**src/rtl/mips_isa_pkg.sv**
```systemverilog
// Shared MIPS subset definitions: request mnemonic codes, major opcodes and R-type funct codes.
package mips_isa_pkg;

  typedef enum logic [4:0] {
    OpNop  = 5'd0,  OpAdd  = 5'd1,  OpSub  = 5'd2,  OpAnd  = 5'd3,  OpOr   = 5'd4,
    OpSlt  = 5'd5,  OpSltu = 5'd6,  OpAddi = 5'd7,  OpAndi = 5'd8,  OpOri  = 5'd9,
    OpLui  = 5'd10, OpLb   = 5'd11, OpLh   = 5'd12, OpLw   = 5'd13, OpSb   = 5'd14,
    OpSh   = 5'd15, OpSw   = 5'd16, OpMult = 5'd17, OpMultu = 5'd18, OpDiv = 5'd19,
    OpDivu = 5'd20, OpMfhi = 5'd21, OpMflo = 5'd22, OpMthi = 5'd23, OpMtlo = 5'd24,
    OpShl  = 5'd25, OpBeq  = 5'd26, OpBne  = 5'd27, OpJal  = 5'd28, OpJr   = 5'd29
  } op_e;

  localparam logic [5:0] OpcRtype = 6'b000000;
  localparam logic [5:0] OpcAddi  = 6'b001000;
  localparam logic [5:0] OpcAndi  = 6'b001100;
  localparam logic [5:0] OpcOri   = 6'b001101;
  localparam logic [5:0] OpcLui   = 6'b001111;
  localparam logic [5:0] OpcLb    = 6'b100000;
  localparam logic [5:0] OpcLh    = 6'b100001;
  localparam logic [5:0] OpcLw    = 6'b100011;
  localparam logic [5:0] OpcSb    = 6'b101000;
  localparam logic [5:0] OpcSh    = 6'b101001;
  localparam logic [5:0] OpcSw    = 6'b101011;
  localparam logic [5:0] OpcBeq   = 6'b000100;
  localparam logic [5:0] OpcBne   = 6'b000101;
  localparam logic [5:0] OpcJal   = 6'b000011;

  localparam logic [5:0] FnAdd   = 6'b100000;
  localparam logic [5:0] FnSub   = 6'b100010;
  localparam logic [5:0] FnAnd   = 6'b100100;
  localparam logic [5:0] FnOr    = 6'b100101;
  localparam logic [5:0] FnSlt   = 6'b101010;
  localparam logic [5:0] FnSltu  = 6'b101011;
  localparam logic [5:0] FnMult  = 6'b011000;
  localparam logic [5:0] FnMultu = 6'b011001;
  localparam logic [5:0] FnDiv   = 6'b011010;
  localparam logic [5:0] FnDivu  = 6'b011011;
  localparam logic [5:0] FnMfhi  = 6'b010000;
  localparam logic [5:0] FnMthi  = 6'b010001;
  localparam logic [5:0] FnMflo  = 6'b010010;
  localparam logic [5:0] FnMtlo  = 6'b010011;
  localparam logic [5:0] FnShl   = 6'b111000;
  localparam logic [5:0] FnJr    = 6'b001000;

  localparam logic [31:0] AddrBase = 32'h0000_3000;

endpackage

```
**src/rtl/instr_fifo.sv**
```systemverilog
// 4-entry FIFO holding {instr, addr}; head reads as zero while empty.
module instr_fifo #(
  parameter int unsigned Width = 64
) (
  input  logic             clk,
  input  logic             reset,
  input  logic             push_i,
  input  logic [Width-1:0] wdata_i,
  input  logic             pop_i,
  output logic [Width-1:0] rdata_o,
  output logic [2:0]       level_o
);

  logic [Width-1:0] mem_q [4];
  logic [1:0]       wr_ptr_q, wr_ptr_d;
  logic [1:0]       rd_ptr_q, rd_ptr_d;
  logic [2:0]       count_q, count_d;
  logic             do_push, do_pop;

  assign do_push = push_i && (count_q != 3'd4);
  assign do_pop  = pop_i && (count_q != 3'd0);

  always_comb begin
    wr_ptr_d = wr_ptr_q;
    rd_ptr_d = rd_ptr_q;
    count_d  = count_q;
    if (do_push) wr_ptr_d = wr_ptr_q + 2'd1;
    if (do_pop)  rd_ptr_d = rd_ptr_q + 2'd1;
    case ({do_push, do_pop})
      2'b10:   count_d = count_q + 3'd1;
      2'b01:   count_d = count_q - 3'd1;
      default: count_d = count_q;
    endcase
  end

  always_ff @(posedge clk) begin
    if (reset) begin
      wr_ptr_q <= 2'd0;
      rd_ptr_q <= 2'd0;
      count_q  <= 3'd0;
    end else begin
      wr_ptr_q <= wr_ptr_d;
      rd_ptr_q <= rd_ptr_d;
      count_q  <= count_d;
    end
  end

  // Storage needs no reset: the head is masked to zero whenever the FIFO is empty.
  always_ff @(posedge clk) begin
    if (do_push && !reset) mem_q[wr_ptr_q] <= wdata_i;
  end

  assign rdata_o = (count_q != 3'd0) ? mem_q[rd_ptr_q] : '0;
  assign level_o = count_q;

endmodule

```
**src/rtl/instr_encoder.sv**
```systemverilog
// Encodes mnemonic requests into MIPS words, tagging each with its load address, via a 4-deep FIFO.
module instr_encoder
  import mips_isa_pkg::*;
(
  input  logic        clk,
  input  logic        reset,
  input  logic        req_valid,
  output logic        req_ready,
  input  logic [4:0]  req_op,
  input  logic [4:0]  req_rs,
  input  logic [4:0]  req_rt,
  input  logic [4:0]  req_rd,
  input  logic [15:0] req_imm,
  input  logic [25:0] req_target,
  output logic        out_valid,
  input  logic        out_ready,
  output logic [31:0] out_instr,
  output logic [31:0] out_addr,
  output logic        err_illegal,
  output logic [2:0]  level
);

  logic [31:0] enc_word;
  logic        legal;
  logic [31:0] addr_q, addr_d;
  logic        err_q, err_d;
  logic        accept, push;
  logic [63:0] head;

  function automatic logic [31:0] rword(logic [4:0] rs, logic [4:0] rt, logic [4:0] rd,
                                        logic [5:0] fn);
    return {OpcRtype, rs, rt, rd, 5'b00000, fn};
  endfunction

  function automatic logic [31:0] iword(logic [5:0] opc, logic [4:0] rs, logic [4:0] rt,
                                        logic [15:0] imm);
    return {opc, rs, rt, imm};
  endfunction

  always_comb begin
    enc_word = '0;
    legal    = 1'b1;
    case (req_op)
      OpNop:   enc_word = '0;
      OpAdd:   enc_word = rword(req_rs, req_rt, req_rd, FnAdd);
      OpSub:   enc_word = rword(req_rs, req_rt, req_rd, FnSub);
      OpAnd:   enc_word = rword(req_rs, req_rt, req_rd, FnAnd);
      OpOr:    enc_word = rword(req_rs, req_rt, req_rd, FnOr);
      OpSlt:   enc_word = rword(req_rs, req_rt, req_rd, FnSlt);
      OpSltu:  enc_word = rword(req_rs, req_rt, req_rd, FnSltu);
      OpMult:  enc_word = rword(req_rs, req_rt, 5'd0, FnMult);
      OpMultu: enc_word = rword(req_rs, req_rt, 5'd0, FnMultu);
      OpDiv:   enc_word = rword(req_rs, req_rt, 5'd0, FnDiv);
      OpDivu:  enc_word = rword(req_rs, req_rt, 5'd0, FnDivu);
      OpMfhi:  enc_word = rword(5'd0, 5'd0, req_rd, FnMfhi);
      OpMflo:  enc_word = rword(5'd0, 5'd0, req_rd, FnMflo);
      OpMthi:  enc_word = rword(req_rs, 5'd0, 5'd0, FnMthi);
      OpMtlo:  enc_word = rword(req_rs, 5'd0, 5'd0, FnMtlo);
      OpShl:   enc_word = rword(req_rs, req_rt, req_rd, FnShl);
      OpJr:    enc_word = rword(req_rs, 5'd0, 5'd0, FnJr);
      OpAddi:  enc_word = iword(OpcAddi, req_rs, req_rt, req_imm);
      OpAndi:  enc_word = iword(OpcAndi, req_rs, req_rt, req_imm);
      OpOri:   enc_word = iword(OpcOri, req_rs, req_rt, req_imm);
      OpLui:   enc_word = iword(OpcLui, 5'd0, req_rt, req_imm);
      OpLb:    enc_word = iword(OpcLb, req_rs, req_rt, req_imm);
      OpLh:    enc_word = iword(OpcLh, req_rs, req_rt, req_imm);
      OpLw:    enc_word = iword(OpcLw, req_rs, req_rt, req_imm);
      OpSb:    enc_word = iword(OpcSb, req_rs, req_rt, req_imm);
      OpSh:    enc_word = iword(OpcSh, req_rs, req_rt, req_imm);
      OpSw:    enc_word = iword(OpcSw, req_rs, req_rt, req_imm);
      OpBeq:   enc_word = iword(OpcBeq, req_rs, req_rt, req_imm);
      OpBne:   enc_word = iword(OpcBne, req_rs, req_rt, req_imm);
      OpJal:   enc_word = {OpcJal, req_target};
      default: legal = 1'b0;
    endcase
  end

  // Illegal ops are still accepted (handshake completes) but only raise the error pulse.
  assign req_ready = !reset && (level != 3'd4);
  assign accept    = req_valid && req_ready;
  assign push      = accept && legal;
  assign addr_d    = push ? addr_q + 32'd4 : addr_q;
  assign err_d     = accept && !legal;

  always_ff @(posedge clk) begin
    if (reset) begin
      addr_q <= AddrBase;
      err_q  <= 1'b0;
    end else begin
      addr_q <= addr_d;
      err_q  <= err_d;
    end
  end

  instr_fifo #(
    .Width(64)
  ) u_fifo (
    .clk     (clk),
    .reset   (reset),
    .push_i  (push),
    .wdata_i ({enc_word, addr_q}),
    .pop_i   (out_valid && out_ready),
    .rdata_o (head),
    .level_o (level)
  );

  assign out_valid   = (level != 3'd0);
  assign out_instr   = head[63:32];
  assign out_addr    = head[31:0];
  assign err_illegal = err_q;

endmodule

```
**config.mk**
```make
export PLATFORM = sky130hd
export DESIGN_NAME = instr_encoder
export DESIGN_NICKNAME = d
export VERILOG_FILES = /design/src/rtl/mips_isa_pkg.sv /design/src/rtl/instr_fifo.sv /design/src/rtl/instr_encoder.sv
export SDC_FILE = /design/constraint.sdc
export NUM_CORES = 1
export LEC_CHECK = 0
export ABC_AREA = 0
export CAP_MARGIN = 25
export CORE_UTILIZATION = 40
export CTS_CLUSTER_SIZE = 20
export DETAILED_ROUTE_END_ITERATION = 10
export GPL_ROUTABILITY_DRIVEN = 0
export SLEW_MARGIN = 5
export SYNTH_ARGS = -nofsm -noshare
export SYNTH_HDL_FRONTEND = slang
export SYNTH_HIERARCHICAL = 1
export SYNTH_SLANG_ARGS = --single-unit
```
**constraint.sdc**
```tcl
create_clock -name clk -period 9.88 [get_ports clk]
set_clock_uncertainty 0.2 [all_clocks]
set_input_delay 1.976 -clock clk [delete_from_list [all_inputs] [get_ports clk]]
set_output_delay 1.976 -clock clk [all_outputs]
set_load 0.03 [all_outputs]
```
==> impl_metrics.xml, run 1 <==
<?xml version="1.0" encoding="UTF-8"?>
<metrics>
  <group name="detailed_routing">
    <metric name="first_iter_violations" unit="">517</metric>
    <metric name="routed-via-count" unit="">7053</metric>
    <metric name="postRouteAntennaNets" unit="">0</metric>
    <metric name="dr.pass1.iters" unit="">8</metric>
    <metric name="drt-wirelength-per-cell" unit="microns">19.06</metric>
    <metric name="detail_route.drc_violations" unit="">14</metric>
    <metric name="routed_via_density" unit="">5.244</metric>
    <metric name="drt_wl_total" unit="mm">25.63</metric>
  </group>
  <group name="cts">
    <metric name="cts_max_level" unit="">1</metric>
    <metric name="number_of_buffers_inserted_to_repair_setup_after_cts" unit="">0</metric>
    <metric name="clock_insertion_delay_worst_skew" unit="ns">0.55</metric>
    <metric name="cts_buffers" unit="">30</metric>
    <metric name="clk_transition_reported_paths" unit="ns">0.06</metric>
    <metric name="clk_root_buffer_cell" unit="">sky130_fd_sc_hd__clkbuf_16</metric>
    <metric name="cts_stage_hold_buffer_count" unit="">0</metric>
    <metric name="cts_repair_resize_count" unit="">0</metric>
    <metric name="tritoncts" unit="">yes</metric>
    <metric name="cts_max_path_buffers" unit="">3</metric>
    <metric name="numClockSinks" unit="">296</metric>
  </group>
  <group name="die">
    <metric name="num_io_pins" unit="">136</metric>
    <metric name="initial_utilization" unit="%">40.97</metric>
    <metric name="floorplan.rows" unit="">64</metric>
    <metric name="die_h" unit="microns">179.7</metric>
    <metric name="die_area" unit="sq um">32290</metric>
    <metric name="design.core.area" unit="sq um">30830</metric>
    <metric name="die_x" unit="microns">179.7</metric>
  </group>
  <group name="job">
    <metric name="max-cap-violations" unit="">0</metric>
  </group>
  <group name="synth">
    <metric name="yosysUniqueCellTypes" unit="">67</metric>
    <metric name="synthesis.instances" unit="">777</metric>
    <metric name="seq_area_frac_synth" unit="%">67.20</metric>
    <metric name="synth-seq-cells" unit="">296</metric>
    <metric name="ys_top_cells_by_area" unit="">sky130_fd_sc_hd__edfxtp_1, sky130_fd_sc_hd__mux4_2, sky130_fd_sc_hd__dfxtp_1</metric>
    <metric name="synth_flop_cell" unit="">sky130_fd_sc_hd__edfxtp_1</metric>
    <metric name="synth_area_per_cell" unit="sq um">16.26</metric>
    <metric name="synth_warnings" unit="">6</metric>
    <metric name="post-synth-top-count-cell" unit="">sky130_fd_sc_hd__edfxtp_1</metric>
    <metric name="synth.largest_area_cell" unit="">sky130_fd_sc_hd__edfxtp_1</metric>
    <metric name="share_of_the_synthesized_area_in_the_top_cell_type" unit="%">60.86</metric>
    <metric name="yosys-top-cells-count" unit="">sky130_fd_sc_hd__edfxtp_1, sky130_fd_sc_hd__mux4_2, sky130_fd_sc_hd__nor2b_1</metric>
    <metric name="netlist_area" unit="sq um">12630</metric>
    <metric name="synth_enable_flop_cells" unit="">256</metric>
    <metric name="synth_async_sr_flop_share" unit="%">0</metric>
  </group>
  <group name="power">
    <metric name="pwr-share-comb" unit="%">10.9</metric>
    <metric name="power.internal" unit="mW">2.231</metric>
    <metric name="power.leakage" unit="nW">5.100</metric>
    <metric name="vdd_ir_drop_max" unit="mV">0.1323</metric>
    <metric name="powerDensity" unit="nW/um^2">186.5</metric>
    <metric name="net_switching_power_of_the_design" unit="uW">641.5</metric>
    <metric name="switching_share" unit="%">22.33</metric>
    <metric name="seq_power_share" unit="%">48.1</metric>
    <metric name="clock_power_share" unit="%">41.0</metric>
  </group>
  <group name="global_routing">
    <metric name="grt_start_max_net_pins" unit="">65</metric>
    <metric name="grt_first_pass_wirelength" unit="mm">41.36</metric>
    <metric name="first_global_vias" unit="">7276</metric>
    <metric name="antenna_found_initial" unit="">1</metric>
    <metric name="grt_usage" unit="%">16.28</metric>
    <metric name="grt_overflow_total" unit="">0</metric>
  </group>
  <group name="timing">
    <metric name="finalSetupViolations" unit="">0</metric>
    <metric name="setup-tns-final" unit="ns">0</metric>
    <metric name="hold_viol" unit="">0</metric>
    <metric name="grt_setup_unrepaired" unit="">false</metric>
    <metric name="relSlewSlack" unit="%">34.30</metric>
    <metric name="period_share" unit="%">58.39</metric>
    <metric name="min_period" unit="ns">5.769</metric>
    <metric name="timing_worst_slew_pin_value" unit="ns">0.9855</metric>
    <metric name="max_freq" unit="MHz">173.3</metric>
    <metric name="final_max_slew_viol_count" unit="">0</metric>
  </group>
  <group name="finish">
    <metric name="post_route_cells_drive_above_1_share" unit="%">15.07</metric>
    <metric name="regArea" unit="sq um">8493</metric>
    <metric name="area_growth" unit="%">21.95</metric>
    <metric name="n_antenna_cell" unit="">0</metric>
    <metric name="layout.filler_cells" unit="">2582</metric>
    <metric name="finalNetCount" unit="">998</metric>
    <metric name="multi_input_area" unit="sq um">3855</metric>
    <metric name="stdcell_count" unit="">1345</metric>
    <metric name="fin_util" unit="%">49.96</metric>
  </group>
  <group name="setup_path">
    <metric name="timing.critical_path.from_type" unit="">input pin</metric>
    <metric name="cp_data_arrival_time" unit="ns">3.59</metric>
    <metric name="timing.critical_path.to_type" unit="">primary output</metric>
    <metric name="critical_path_peak_fanout" unit="">46</metric>
    <metric name="worst_ep_required_time" unit="ns">7.70</metric>
    <metric name="critPathKind" unit="">in -&gt; out</metric>
  </group>
  <group name="place">
    <metric name="number_of_buffers_added_on_ports" unit="">135</metric>
    <metric name="post-dp-hpwl" unit="mm">15.65</metric>
    <metric name="post-place-cells" unit="">1289</metric>
  </group>
  <group name="outcome">
    <metric name="run_status" unit="">finished, violations left</metric>
    <metric name="violations" unit="">design-rule violations</metric>
  </group>
  <group name="min_path">
    <metric name="hold_path_class" unit="">reg -&gt; reg</metric>
  </group>
</metrics>
-- critical path, stage by stage --
cell and delay, ns:
sky130_fd_sc_hd__clkdlybuf4s50_1 0.46, sky130_fd_sc_hd__buf_4 0.42, sky130_fd_sc_hd__nor2_1 0.10, sky130_fd_sc_hd__clkdlybuf4s50_1 0.61
-- cells in the final DEF, fill, tap and decap left out, types with 16 or more instances in the layout --
master                              n
sky130_fd_sc_hd__edfxtp_1         256
sky130_fd_sc_hd__clkdlybuf4s50_1  135
sky130_fd_sc_hd__mux4_2            64
sky130_fd_sc_hd__nor2b_1           56
sky130_fd_sc_hd__nor2_1            42
sky130_fd_sc_hd__dfxtp_1           38
sky130_fd_sc_hd__clkbuf_16         31
sky130_fd_sc_hd__a21oi_1           23
sky130_fd_sc_hd__nand2_1           20
sky130_fd_sc_hd__and2b_1           20
sky130_fd_sc_hd__xor2_1            18
sky130_fd_sc_hd__nand3_1           17
sky130_fd_sc_hd__inv_1             16
-- power by group through the flow --
| stage | Combinational, mW | Sequential [mW] | Clock, mW |
|---|---|---|---|
| detailed placement | 0.317 | 1.41 | 0 |
| global route | 0.336 | 1.38 | 1.26 |
| finish | 0.313 | 1.38 | 1.18 |
| global placement | 0.316 | 1.41 | 0 |
| floorplan | 0.191 | 1.41 | 0 |
| CTS | 0.319 | 1.38 | 1.21 |
-- logic make-up after synthesis --
| kind of cell | after synthesis | share of synthesized area (%) |
|---|---|---|
| adder cells (fa/ha/maj) | 7 | 0.7528 |
| AO/OA/AOI/OAI | 86 | 4.795 |
| flip-flops | 296 | 67.20 |
| AND/OR/NAND/NOR | 236 | 11.07 |
| XOR/XNOR | 23 | 1.595 |
| multiplexers | 68 | 11.74 |
| other | 1 | 0.02969 |
| buffers and inverters | 60 | 2.813 |
-- metal layers --
layer	part of all wire [%]	wire length, microns	GRT usage [%]
met1	46	11920	22.94
met2	47	12140	26.65
met3	4.7	1201	2.735
met4	1.5	375	3.276
met5	0	0	0
-- flip-flops by register name, indices dropped and copies added (netlist names), named ones only --
name,flops
u_fifo/rd_ptr_q,2
addr_q,30
u_fifo/mem_q,256
err_illegal,1
u_fifo/wr_ptr_q,2
u_fifo/level_o,3
-- through the flow --
step	setup slack (ns)	cell area, sq um	hold slack (ns)	power, mW
2_1_floorplan	1.261	12670	0.2548	1.597
3_3_place_gp	4.101	14360	0.2660	1.724
3_5_place_dp	4.111	14360	0.2801	1.725
4_1_cts	4.100	15400	0.2893	2.907
5_1_grt	3.999	15400	0.3167	2.974
6_report	4.111	15400	0.2869	2.873
-- final timing paths --
| check | slack [ns] | end | from | cells after the start |
|---|---|---|---|---|
| hold / removal | 0.29 | flop | u_fifo/rd_ptr_q[1] | 2 |
| setup reg to reg | 6.74 | u_fifo/level_o[2] | u_fifo/level_o[2] | 10 |
| hold reg to reg | 0.29 | flop | u_fifo/rd_ptr_q[1] | 2 |
| setup / recovery | 4.11 | req_ready | reset | 4 |
-- layout make-up --
| type | instances | area share, % |
|---|---|---|
| Sequential cell | 296 | 55.14 |
| Multi-Input combinational cell | 432 | 25.03 |
| Timing Repair Buffer | 149 | 9.455 |
| Clock buffer | 41 | 5.410 |
| Tap cell | 396 | 3.217 |
| Clock inverter | 15 | 1.365 |
| Inverter | 16 | 0.3899 |
(Power assumes the default switching activity.)
==> run 2: changes to the inputs <==
Clock period 9.88 ns to 5.02 ns, I/O delays scaled along.
==> impl_metrics.xml, run 2 (synthesis gave the netlist of run 1 again) <==
<?xml version="1.0" encoding="UTF-8"?>
<metrics>
  <group name="outcome">
    <metric name="run_status" unit="">finished, violations left</metric>
    <metric name="violations" unit="">design-rule violations</metric>
  </group>
  <group name="finish">
    <metric name="post_route_cells_drive_above_1_share" unit="%">15.57</metric>
    <metric name="layout.cells.most_common" unit="">sky130_fd_sc_hd__edfxtp_1</metric>
    <metric name="largest_reg_flops" unit="">256</metric>
    <metric name="final_cell_mix" unit="">sky130_fd_sc_hd__edfxtp_1, sky130_fd_sc_hd__clkdlybuf4s50_1, sky130_fd_sc_hd__mux4_2, sky130_fd_sc_hd__nor2b_1, sky130_fd_sc_hd__nor2_1</metric>
    <metric name="top_register" unit="">u_fifo/mem_q</metric>
    <metric name="layout.filler_cells" unit="">2559</metric>
    <metric name="stdcell_count" unit="">1353</metric>
    <metric name="n_antenna_cell" unit="">0</metric>
    <metric name="area_growth" unit="%">23.07</metric>
    <metric name="finalNetCount" unit="">1006</metric>
  </group>
  <group name="cts">
    <metric name="cts_buffers" unit="">30</metric>
    <metric name="clock_insertion_delay_worst_skew" unit="ns">0.54</metric>
    <metric name="tritoncts" unit="">yes</metric>
    <metric name="cts_stage_hold_buffer_count" unit="">0</metric>
    <metric name="cts_repair_resize_count" unit="">0</metric>
    <metric name="clk_root_buffer_cell" unit="">sky130_fd_sc_hd__clkbuf_16</metric>
    <metric name="cts_max_level" unit="">1</metric>
    <metric name="cts_max_path_buffers" unit="">3</metric>
    <metric name="numClockSinks" unit="">296</metric>
    <metric name="number_of_buffers_inserted_to_repair_setup_after_cts" unit="">0</metric>
    <metric name="clk_transition_reported_paths" unit="ns">0.06</metric>
  </group>
  <group name="timing">
    <metric name="period_share" unit="%">84.06</metric>
    <metric name="setup-tns-final" unit="ns">0</metric>
    <metric name="hold_viol" unit="">0</metric>
    <metric name="post-route-worst-setup-slack" unit="ns">0.8000</metric>
    <metric name="timing_worst_slew_pin_value" unit="ns">0.8965</metric>
    <metric name="relSlewSlack" unit="%">40.24</metric>
    <metric name="min_period" unit="ns">4.220</metric>
    <metric name="finalSetupViolations" unit="">0</metric>
    <metric name="max_freq" unit="MHz">237.0</metric>
    <metric name="final_max_slew_viol_count" unit="">0</metric>
    <metric name="grt_setup_unrepaired" unit="">false</metric>
  </group>
  <group name="die">
    <metric name="num_io_pins" unit="">136</metric>
    <metric name="die_h" unit="microns">179.7</metric>
    <metric name="die_area" unit="sq um">32290</metric>
    <metric name="design.core.area" unit="sq um">30830</metric>
    <metric name="floorplan.rows" unit="">64</metric>
    <metric name="die_x" unit="microns">179.7</metric>
    <metric name="initial_utilization" unit="%">40.97</metric>
  </group>
  <group name="power">
    <metric name="power.internal" unit="mW">4.410</metric>
    <metric name="vdd_ir_drop_max" unit="mV">0.2765</metric>
    <metric name="switching_share" unit="%">22.14</metric>
    <metric name="pwr-share-comb" unit="%">11.1</metric>
    <metric name="seq_power_share" unit="%">48.0</metric>
    <metric name="clock_power_share" unit="%">40.9</metric>
    <metric name="powerDensity" unit="nW/um^2">364.3</metric>
    <metric name="power.leakage" unit="nW">5.152</metric>
    <metric name="design_power_total" unit="mW">5.663</metric>
    <metric name="net_switching_power_of_the_design" unit="mW">1.254</metric>
  </group>
  <group name="global_routing">
    <metric name="antenna_found_initial" unit="">0</metric>
    <metric name="grt_overflow_total" unit="">0</metric>
    <metric name="first_global_vias" unit="">7351</metric>
    <metric name="grt_first_pass_wirelength" unit="mm">41.34</metric>
    <metric name="grt_start_max_net_pins" unit="">54</metric>
    <metric name="grt_usage" unit="%">16.22</metric>
  </group>
  <group name="place">
    <metric name="post-place-cells" unit="">1297</metric>
    <metric name="place_ws" unit="ns">0.7479</metric>
    <metric name="post-dp-hpwl" unit="mm">16.28</metric>
    <metric name="number_of_buffers_added_on_ports" unit="">135</metric>
  </group>
  <group name="setup_path">
    <metric name="crit_path_max_incr_delay" unit="ns">0.76</metric>
    <metric name="timing.critical_path.from_type" unit="">flop</metric>
    <metric name="critPathKind" unit="">reg -&gt; out</metric>
    <metric name="cp_data_arrival_time" unit="ns">3.02</metric>
    <metric name="crit_path_top_delay_cell" unit="">sky130_fd_sc_hd__dfxtp_4</metric>
    <metric name="critical_path_peak_fanout" unit="">29</metric>
    <metric name="critical_path.reg2reg.startpoint" unit="">u_fifo/level_o[2]</metric>
    <metric name="timing.critical_path.to_type" unit="">primary output</metric>
    <metric name="cell_by_cell_listing_of_the_critical_path" unit="">buf_4, mux4_2, nor2b_1, clkdlybuf4s50_1</metric>
    <metric name="worst_ep_required_time" unit="ns">3.82</metric>
  </group>
  <group name="detailed_routing">
    <metric name="drt_wl_total" unit="mm">26.16</metric>
    <metric name="drt-wirelength-per-cell" unit="microns">19.33</metric>
    <metric name="routed-via-count" unit="">7173</metric>
    <metric name="detail_route.drc_violations" unit="">16</metric>
    <metric name="first_iter_violations" unit="">461</metric>
    <metric name="routed_via_density" unit="">5.302</metric>
    <metric name="dr.pass1.iters" unit="">8</metric>
    <metric name="postRouteAntennaNets" unit="">0</metric>
  </group>
  <group name="min_path">
    <metric name="worstHoldStart" unit="">u_fifo/rd_ptr_q[1]</metric>
    <metric name="hold_path_class" unit="">reg -&gt; reg</metric>
  </group>
  <group name="job">
    <metric name="max-cap-violations" unit="">0</metric>
  </group>
</metrics>
-- run 2: changes by cell type in the layout (fill, tap and decap cells not counted), moves of 2 or more --
cell,previous run,this run
sky130_fd_sc_hd__clkbuf_8,2,0
sky130_fd_sc_hd__clkbuf_1,8,6
sky130_fd_sc_hd__clkinv_1,3,8
sky130_fd_sc_hd__clkinv_2,4,2
sky130_fd_sc_hd__buf_4,14,17
sky130_fd_sc_hd__nor3b_2,5,1
sky130_fd_sc_hd__clkinvlp_4,0,2
sky130_fd_sc_hd__nor3b_4,0,4
sky130_fd_sc_hd__buf_12,0,5
-- run 2: final cells by class --
class | instances | area, sq um | share of cell area, %
tap | 396 | 495.5 | 3.187
sequential | 296 | 8493 | 54.64
clock buffer | 37 | 798.3 | 5.135
multi-input combinational | 432 | 3880 | 24.96
clock inverter | 19 | 244.0 | 1.570
inverter | 16 | 60.06 | 0.3863
timing repair buffer | 157 | 1574 | 10.13
-- run 2: final timing paths --
check                           cells after the start                 to  slack, ns
worst max-delay path                                4      out_instr[27]       0.80
worst min-delay path                                2               flop       0.29
worst max register to register                     10  u_fifo/level_o[2]       1.76
worst min register to register                      2               flop       0.29
-- run 2: power groups by stage --
| stage | Combinational (mW) | Sequential (mW) | Clock [mW] |
|---|---|---|---|
| 2_1_floorplan | 0.377 | 2.77 | 0 |
| 3_3_place_gp | 0.635 | 2.77 | 0 |
| 3_5_place_dp | 0.636 | 2.77 | 0 |
| 4_1_cts | 0.640 | 2.72 | 2.38 |
| 5_1_grt | 0.672 | 2.72 | 2.47 |
| 6_report | 0.629 | 2.72 | 2.31 |
-- run 2: worst max-delay path, delay by kind of cell (launching register included) --
family	cells	cell delay, ns
buffers and inverters	2	0.99
multiplexers	1	0.51
AND/OR/NAND/NOR	1	0.18
flip-flops	1	0.76
-- run 2: metal layers --
metal / global-route usage [%] / vias up / part of all wire [%]
met3: 2.492 / 49 / 5.1
met4: 4.862 / 0 / 2.5
met5: 0 / - / 0
li1: - / 3328 / -
met1: 22.51 / 3619 / 45
met2: 26.41 / 177 / 47
-- run 2: metrics by stage --
step                utilization [%]  hold slack (ns)  instance area (sq um)
floorplan                         -           0.2548                  12690
global placement              47.04           0.2682                  14500
detailed placement            47.04           0.2816                  14500
CTS                           50.42           0.2921                  15540
global route                  50.42           0.3505                  15540
finish                        50.42           0.2873                  15540
